$ cat src/rtl/btn_pkg.sv
// Shared definitions for the push-button conditioning blocks.
//   btn_state_t : debounce/hold FSM state encoding
//   timer_width : width of the single saturating timer shared by all states
package btn_pkg;

    typedef enum logic [2:0] {
        IDLE,
        DB_PRESS,
        PRESSED,
        HOLD,
        DB_RELEASE
    } btn_state_t;

    // Enough bits to hold the largest of the three cycle counts.
    function automatic int timer_width(input int a, input int b, input int c);
        int m;
        m = a;
        if (b > m) m = b;
        if (c > m) m = c;
        return $clog2(m + 1);
    endfunction

endpackage

$ cat src/rtl/btn_sync.sv
// Metastability synchroniser: a SYNC_STAGES-deep flop chain, cleared by reset.
// Ports:
//   clk   : system clock
//   reset : synchronous, active-high; clears every stage to 0
//   d     : asynchronous input
//   q     : synchronised output (last stage)
module btn_sync #(
    parameter int SYNC_STAGES = 2
) (
    input  logic clk,
    input  logic reset,
    input  logic d,
    output logic q
);

    logic [SYNC_STAGES-1:0] sync_p;

    always_ff @(posedge clk) begin
        if (reset) begin
            sync_p <= '0;
        end else begin
            sync_p <= {sync_p[SYNC_STAGES-2:0], d};
        end
    end

    assign q = sync_p[SYNC_STAGES-1];

endmodule

$ cat src/rtl/btn_debounce_pulse.sv
// Turns a raw mechanical push-button into a clean debounced level plus
// single-cycle press / release / auto-repeat event pulses.
// Ports:
//   clk           : system clock
//   reset         : synchronous, active-high; aborts everything, no pulse
//   btn_raw       : asynchronous raw button, active-high
//   btn_level     : debounced button level
//   press_pulse   : one cycle on accepted press
//   release_pulse : one cycle on accepted release
//   repeat_pulse  : one cycle at the hold threshold, then every REPEAT_CYCLES
//   held          : high while in the hold (auto-repeat) region
module btn_debounce_pulse
    import btn_pkg::*;
#(
    parameter int SYNC_STAGES     = 2,
    parameter int DEBOUNCE_CYCLES = 1000000,
    parameter int HOLD_CYCLES     = 50000000,
    parameter int REPEAT_CYCLES   = 10000000,
    parameter int REPEAT_EN       = 1
) (
    input  logic clk,
    input  logic reset,
    input  logic btn_raw,
    output logic btn_level,
    output logic press_pulse,
    output logic release_pulse,
    output logic repeat_pulse,
    output logic held
);

    localparam int CNT_W = timer_width(DEBOUNCE_CYCLES, HOLD_CYCLES, REPEAT_CYCLES);

    localparam logic [CNT_W-1:0] DEB_LAST  = CNT_W'(DEBOUNCE_CYCLES - 1);
    localparam logic [CNT_W-1:0] HOLD_LAST = CNT_W'(HOLD_CYCLES - 1);
    localparam logic [CNT_W-1:0] REP_LAST  = CNT_W'(REPEAT_CYCLES - 1);
    localparam logic [CNT_W-1:0] CNT_ONE   = CNT_W'(1);

    // Timer never wraps; with REPEAT_EN=0 it parks at full scale in PRESSED.
    function automatic logic [CNT_W-1:0] sat_inc(input logic [CNT_W-1:0] v);
        return (v == '1) ? v : v + CNT_ONE;
    endfunction

    logic       btn_s;
    btn_state_t state;
    logic [CNT_W-1:0] deb_cnt;

    btn_sync #(
        .SYNC_STAGES(SYNC_STAGES)
    ) u_sync (
        .clk  (clk),
        .reset(reset),
        .d    (btn_raw),
        .q    (btn_s)
    );

    // The debounce states enter with deb_cnt=1, so ">=" (rather than "==")
    // keeps DEBOUNCE_CYCLES=1 working: acceptance after one stable cycle.
    always_ff @(posedge clk) begin
        if (reset) begin
            state         <= IDLE;
            deb_cnt       <= '0;
            btn_level     <= 1'b0;
            press_pulse   <= 1'b0;
            release_pulse <= 1'b0;
            repeat_pulse  <= 1'b0;
            held          <= 1'b0;
        end else begin
            press_pulse   <= 1'b0;
            release_pulse <= 1'b0;
            repeat_pulse  <= 1'b0;

            case (state)
                IDLE: begin
                    if (btn_s) begin
                        state   <= DB_PRESS;
                        deb_cnt <= CNT_ONE;
                    end
                end

                DB_PRESS: begin
                    if (!btn_s) begin
                        state   <= IDLE;
                        deb_cnt <= '0;
                    end else if (deb_cnt >= DEB_LAST) begin
                        state       <= PRESSED;
                        press_pulse <= 1'b1;
                        btn_level   <= 1'b1;
                        deb_cnt     <= '0;
                    end else begin
                        deb_cnt <= sat_inc(deb_cnt);
                    end
                end

                PRESSED: begin
                    if (!btn_s) begin
                        state   <= DB_RELEASE;
                        deb_cnt <= CNT_ONE;
                    end else if ((REPEAT_EN != 0) && (deb_cnt >= HOLD_LAST)) begin
                        state        <= HOLD;
                        repeat_pulse <= 1'b1;
                        held         <= 1'b1;
                        deb_cnt      <= '0;
                    end else begin
                        deb_cnt <= sat_inc(deb_cnt);
                    end
                end

                HOLD: begin
                    // held deliberately stays high through DB_RELEASE.
                    if (!btn_s) begin
                        state   <= DB_RELEASE;
                        deb_cnt <= CNT_ONE;
                    end else if (deb_cnt >= REP_LAST) begin
                        repeat_pulse <= 1'b1;
                        deb_cnt      <= '0;
                    end else begin
                        deb_cnt <= sat_inc(deb_cnt);
                    end
                end

                DB_RELEASE: begin
                    if (btn_s) begin
                        // Release bounce: treat as still pressed, restart hold timing.
                        state   <= PRESSED;
                        held    <= 1'b0;
                        deb_cnt <= '0;
                    end else if (deb_cnt >= DEB_LAST) begin
                        state         <= IDLE;
                        release_pulse <= 1'b1;
                        btn_level     <= 1'b0;
                        held          <= 1'b0;
                        deb_cnt       <= '0;
                    end else begin
                        deb_cnt <= sat_inc(deb_cnt);
                    end
                end

                default: begin
                    state   <= IDLE;
                    deb_cnt <= '0;
                end
            endcase
        end
    end

endmodule

$ cat config.mk
export PLATFORM = sky130hd
export DESIGN_NAME = btn_debounce_pulse
export DESIGN_NICKNAME = d
export VERILOG_FILES = /design/src/rtl/btn_pkg.sv /design/src/rtl/btn_sync.sv /design/src/rtl/btn_debounce_pulse.sv
export SDC_FILE = /design/constraint.sdc
export NUM_CORES = 1
export LEC_CHECK = 0
export CAP_MARGIN = 20
export CELL_PAD_IN_SITES_DETAIL_PLACEMENT = 0
export CELL_PAD_IN_SITES_GLOBAL_PLACEMENT = 1
export CORE_ASPECT_RATIO = 0.5
export CORE_MARGIN = 4
export CORE_UTILIZATION = 35
export CTS_BUF_LIST = sky130_fd_sc_hd__clkbuf_8
export DETAILED_ROUTE_END_ITERATION = 6
export GPL_TIMING_DRIVEN = 0
export PLACE_DENSITY = 0.6
export SLEW_MARGIN = 5
export SYNTH_ARGS = -nofsm -noshare
export SYNTH_HDL_FRONTEND = slang
export SYNTH_SLANG_ARGS = --single-unit
$ cat constraint.sdc
create_clock -name clk -period 5.5 [get_ports clk]
set_clock_uncertainty 0.05 [all_clocks]
set_input_delay 1.65 -clock clk [delete_from_list [all_inputs] [get_ports clk]]
set_output_delay 1.65 -clock clk [all_outputs]
set_load 0.01 [all_outputs]
Word-level counts from Yosys, hierarchy flattened

Cells that the tools add are included.

Register bits after elaboration: 36
Input bits: 3
Output and inout bits: 5
Word-level logic and storage cells: 73

Add/subtract/negate cells: 1
Order comparisons: 3
Equal/unequal tests: 16
Mux-type cells: 34
Bitwise logic cells: 3
Reductions and logical operators: 8

Operators with widths:

| cell                                                   | number |
|---|---|
| 2-to-1 mux 26 bit                                      | 9 |
| one-hot mux 26 bit (5 select lines)                    | 1 |
| adder 26 x 1 -> 26 bit (second input constant)         | 1 |
| equality test 26 bit (second input constant)           | 1 |
| >= comparator 26 x 20 -> 1 bit (second input constant) | 1 |
| >= comparator 26 x 24 -> 1 bit (second input constant) | 1 |
| >= comparator 26 bit (second input constant)           | 1 |
| 2-to-1 mux 3 bit                                       | 8 |
| one-hot mux 3 bit (5 select lines)                     | 1 |
| 2-to-1 mux 1 bit                                       | 12 |
| inequality test 2 bit (second input constant)          | 5 |
| AND reduction 5 bit                                    | 2 |
| equality test 3 x 2 -> 1 bit (second input constant)   | 2 |
| inequality test 2 x 1 -> 1 bit (second input constant) | 3 |
| inequality test 3 bit (second input constant)          | 2 |
| one-hot mux 1 bit (2 select lines)                     | 3 |
| OR reduction 3 bit                                     | 2 |
| AND reduction 4 bit                                    | 1 |
| nonzero test 2 bit                                     | 2 |
| equality test 3 x 1 -> 1 bit (second input constant)   | 1 |
| equality test 3 bit (second input constant)            | 1 |
| logical NOT 3 bit                                      | 1 |
| inequality test 3 x 2 -> 1 bit (second input constant) | 1 |
| NOT 1 bit                                              | 3 |

Longest topological paths before layout

Depth in word-level cells: 5
Mapped depth: 10
Depth with buffers taken out: 8

By module

Synthesis repeated with hierarchy kept, for this count alone.

Cells, all modules: 315
Area total of the unflattened synthesis: 2290.9 um^2

By module, submodules not included:

| module             | instances | cells an instance | area each (um^2) | sequential area each (um^2) |
|---|---|---|---|---|
| btn_debounce_pulse | 1         | 311               | 2238.4           | 680.7 |
| btn_sync           | 1         | 4                 | 52.6             | 40.0 |

Worst setup path before layout

No wires, ideal clock.

Path kind: input to register
Start point: input reset
End point: register deb_cnt[21]
Setup time: 79 ps
Arrival: 2700 ps
Required time: 5371 ps
Setup slack: 2671 ps
Cell stages on the path: 6
Path buffers: 3
Cell sequence: clkbuf_1 nor2_1 clkbuf_1 clkbuf_1 nand2_1 o211ai_1

RTL lines:

| what                 | line                      | source |
|---|---|---|
| start, declared      | btn_debounce_pulse.sv:22  | `input logic reset,` |
| end signal, assigned | btn_debounce_pulse.sv:90  | `deb_cnt <= sat_inc(deb_cnt);` |
| end signal, assigned | btn_debounce_pulse.sv:104 | `deb_cnt <= sat_inc(deb_cnt);` |
| end signal, assigned | btn_debounce_pulse.sv:117 | `deb_cnt <= sat_inc(deb_cnt);` |
| end, declared        | btn_debounce_pulse.sv:45  | `logic [CNT_W-1:0] deb_cnt;` |

==> summary.md <==
| Metric | Value |
|---|---|
| TritonCTS clock tree | yes |
| CP startpoint kind | input port |
| Initial DRT Pass Iterations | 5 |
| Fmax | 0.321 GHz |
| Post-synthesis cell area | 0.00249 mm2 |
| Remaining DRCs | 0 |
| Register area share after synthesis | 0.290 |
| Worst Max-Slew Pin Slew | 0.811 ns |
| Ratio of cells with drive above 1 in the final layout | 0.137 |
| DRT Wirelength | 7.71 mm |
| Power density cells | 172 mW/mm2 |
| Worst-path maximum fanout | 10 |
| CTS clk-pin slew, worst paths | 0.08 ns |
| Vias in the first global route | 2,302 |
| Ys async rst share | 0 |
| Die Area | 0.00860 mm2 |
| Fin. max-slew vios | 0 |
| Final Hold Fails | 0 |
| Fillcell total | 727 |
| Initial antenna violation count | 0 |
| H-Tree Level Count | 2 |
| I/O Pins | 8 |
| Setup violations, final | 0 |
| GP Congestion | 0.908 |
| Post-synth EDFFs | 0 |
| Avg WL per Cell | 18.3 um |
| Worst Setup Slack post-DPL | 2.10 ns |
| Setup crit end kind | register |
| Layout Nets | 333 |
| Ys flop type | dfxtp_1 |
| Worst Path Arrival | 3.29 ns |
| Yosys cell types | 70 |
| Inserted Diodes | 0 |
| Critical Path RT | 5.68 ns |
| Resize count post-CTS | 0 |
| Total gr overflow | 0 |
| Skew-Pair Late Insertion Delay | 0.30 ns |
| CP peak stage delay | 0.54 ns |
| Total core area | 0.00678 mm2 |
| Syn_nets | 320 |
| Hold crit path type | reg2reg |
| Hold-fix buffers, CTS | 0 |
| Status | finished, final reports clean |
| Root buf cell | clkbuf_8 |
| Top cell by count, worst path | clkbuf_1 |
| Routed Antenna Nets | 0 |
| Final setup margin | 2.39 ns |
| Port Buffers | 6 |
| Postcts setup bufs | 0 |
| Ys Warns | 0 |
| Area growth, synth to finish | 10.2% |
| Kind of critical path | in2reg |
| Routed vias/inst | 5.89 |
| WHS | 0.393 ns |
| CTS Sinks | 36 |
| Cell Chain, Critical Path | clkbuf_1, nor2_1, clkbuf_1, clkbuf_1, nand2_1, o211ai_1 |
| GRT Util Overall | 0.189 |
| RSZ-0062 raised after global routing | no |
| Setup total negative slack | 0 ns |
| Syn avg cell area | 7.87 um2 |
| HPWL after DPL | 5.69 mm |
| Die width | 127 um |
| Leakage | 1.02 nW |
| Drt first-iter violations | 225 |
| Syn Inst Count | 316 |
| Reg2reg start | deb_cnt[0] |
| Max Cap Viol | 0 |
| First-pass GRT wire length | 12.5 mm |
| Vias | 2,478 |
| Max Buffers Root-to-Sink | 2 |
| Period minus WS final | 3.11 ns |
| CTS buffer count | 5 |
| Cells after DPL | 414 |
| Flip-flop and latch count after synthesis | 36 |
| Starting Density | 0.367 |
| Core Rows | 21 |
| Rel. slew slack | 0.456 |
| Fin crit share | 0.566 |
| Die Y | 67.6 um |
| Largest net degree at the start of global routing | 11 |
| CP max-delay cell | clkbuf_1 |
| Final Non-Filler Cells | 421 |
| Worst Setup SP | reset |
| Peak supply drop | 0.0834 mV |
| Worst Hold Launch | u_sync.sync_p[0] |
-- cell type report --
| class | count | area [um2] | share of cell area |
|---|---|---|---|
| Buffer | 25 | 133 | 0.0484 |
| Clock buffer | 5 | 68.8 | 0.0251 |
| Clock inverter | 2 | 8.76 | 0.00320 |
| Inverter | 10 | 37.5 | 0.0137 |
| Multi-Input combinational cell | 245 | 1600 | 0.583 |
| Sequential cell | 36 | 721 | 0.263 |
| Tap cell | 92 | 115 | 0.0420 |
| Timing Repair Buffer | 6 | 60.1 | 0.0219 |
-- cell usage in the layout, fill, tap and decap left out, drive strengths merged, types with 3 or more instances in the layout --
master | synthesis | final
o221ai | 7 | 7
nand4 | 9 | 9
or3 | 7 | 7
nor2 | 29 | 29
nand2 | 39 | 39
inv | 10 | 11
a22o | 3 | 3
nor3 | 13 | 13
nand3 | 14 | 14
nor2b | 4 | 4
o21ai | 14 | 14
clkbuf | 11 | 16
and4 | 3 | 3
nor3b | 3 | 3
buf | 14 | 14
clkdlybuf4s50 | 0 | 6
a31oi | 4 | 4
dfxtp | 36 | 36
a21o | 10 | 10
o31ai | 4 | 4
and3 | 9 | 9
o211ai | 7 | 7
a221oi | 9 | 9
and2 | 6 | 6
a21oi | 9 | 9
a211oi | 5 | 5
nor4 | 6 | 6
o21a | 3 | 3
-- cells in the mapped netlist, types with 2 or more instances --
master    instances  share of area
or3_4             2         0.0091
a211oi_1          5          0.015
buf_4             3         0.0091
buf_6             2         0.0091
nand4b_1          2         0.0070
inv_1            10          0.015
buf_2             8          0.016
nand3_1          14          0.028
nor2b_1           4          0.010
and2_1            5          0.013
clkbuf_2          2         0.0040
or2_2             2         0.0050
o211ai_1          6          0.018
o21a_1            2         0.0060
or3_1             5          0.013
a21o_1           10          0.030
a221oi_1          8          0.028
and4_1            3          0.011
a22o_1            3          0.011
a221o_1           2         0.0080
nor2_1           29          0.044
a311oi_1          2         0.0070
nand4_2           2          0.010
nor3b_1           3         0.0091
nor4_1            3         0.0075
a21oi_1           7          0.014
o221ai_1          7          0.025
o31ai_1           3         0.0091
and3_1            8          0.020
dfxtp_1          36           0.29
nor4_4            2          0.017
nand4_1           7          0.018
o21ai_0          12          0.024
clkbuf_1          9          0.014
nand2b_1          2         0.0050
nor3_1           12          0.024
nand2_1          38          0.057
a31oi_1           4          0.010
-- sequential cells by signal, indices dropped and copies added, names as in the netlist --
| register | count |
|---|---|
| state | 3 |
| press_pulse | 1 |
| deb_cnt | 26 |
| u_sync.sync_p | 2 |
| held | 1 |
| release_pulse | 1 |
| repeat_pulse | 1 |
| btn_level | 1 |
-- report_power, final --
part | total (mW) | internal [mW] | switching, mW | leakage (nW)
Sequential | 0.264 | 0.262 | 0.00183 | 0.290
Clock | 0.186 | 0.0845 | 0.102 | 0.0452
Combinational | 0.0221 | 0.00534 | 0.0168 | 0.685
-- cell families (layout without fill, tap and decap cells) --
group           count (synthesis)  in the layout  share of synthesized area
simple gates                  151            151                      0.338
compound gates                 93             93                      0.299
flops                          36             36                      0.290
buf+inv                        35             48                     0.0684
fa+ha+maj                       1              1                    0.00503
-- path summary, 6_finish.rpt --
check        slack (ns)               end  cells past startpoint
max                2.39        deb_cnt[4]                      6
min                0.39  u_sync.sync_p[1]                      1
max reg2reg        2.78        deb_cnt[9]                      8
min reg2reg        0.39  u_sync.sync_p[1]                      1
-- per-layer routing --
layer  global-route usage  wire length [um]  vias up  share of wire
met2                0.295              3320       46           0.43
met4               0.0294                29        0         0.0038
met5                    0                 0        -              0
met3               0.0403               321        5          0.042
met1                0.271              4050     1202           0.52
li1                     -                 -     1225              -
-- stage by stage --
stage	util	power [mW]	area, um2
after floorplan	-	0.283	2490
after global placement	0.393	0.292	2660
after detailed placement	0.393	0.292	2660
after CTS	0.404	0.480	2740
after global routing	0.404	0.491	2740
final	0.404	0.472	2740
-- worst max-delay path, delay by kind of cell --
kind                   cells  cell delay, ns
and+or+nand+nor            2            0.33
AOI/OAI and AO/OA          1            0.09
buffers and inverters      3            1.20
Note: power is estimated with default switching activity, not from simulation.
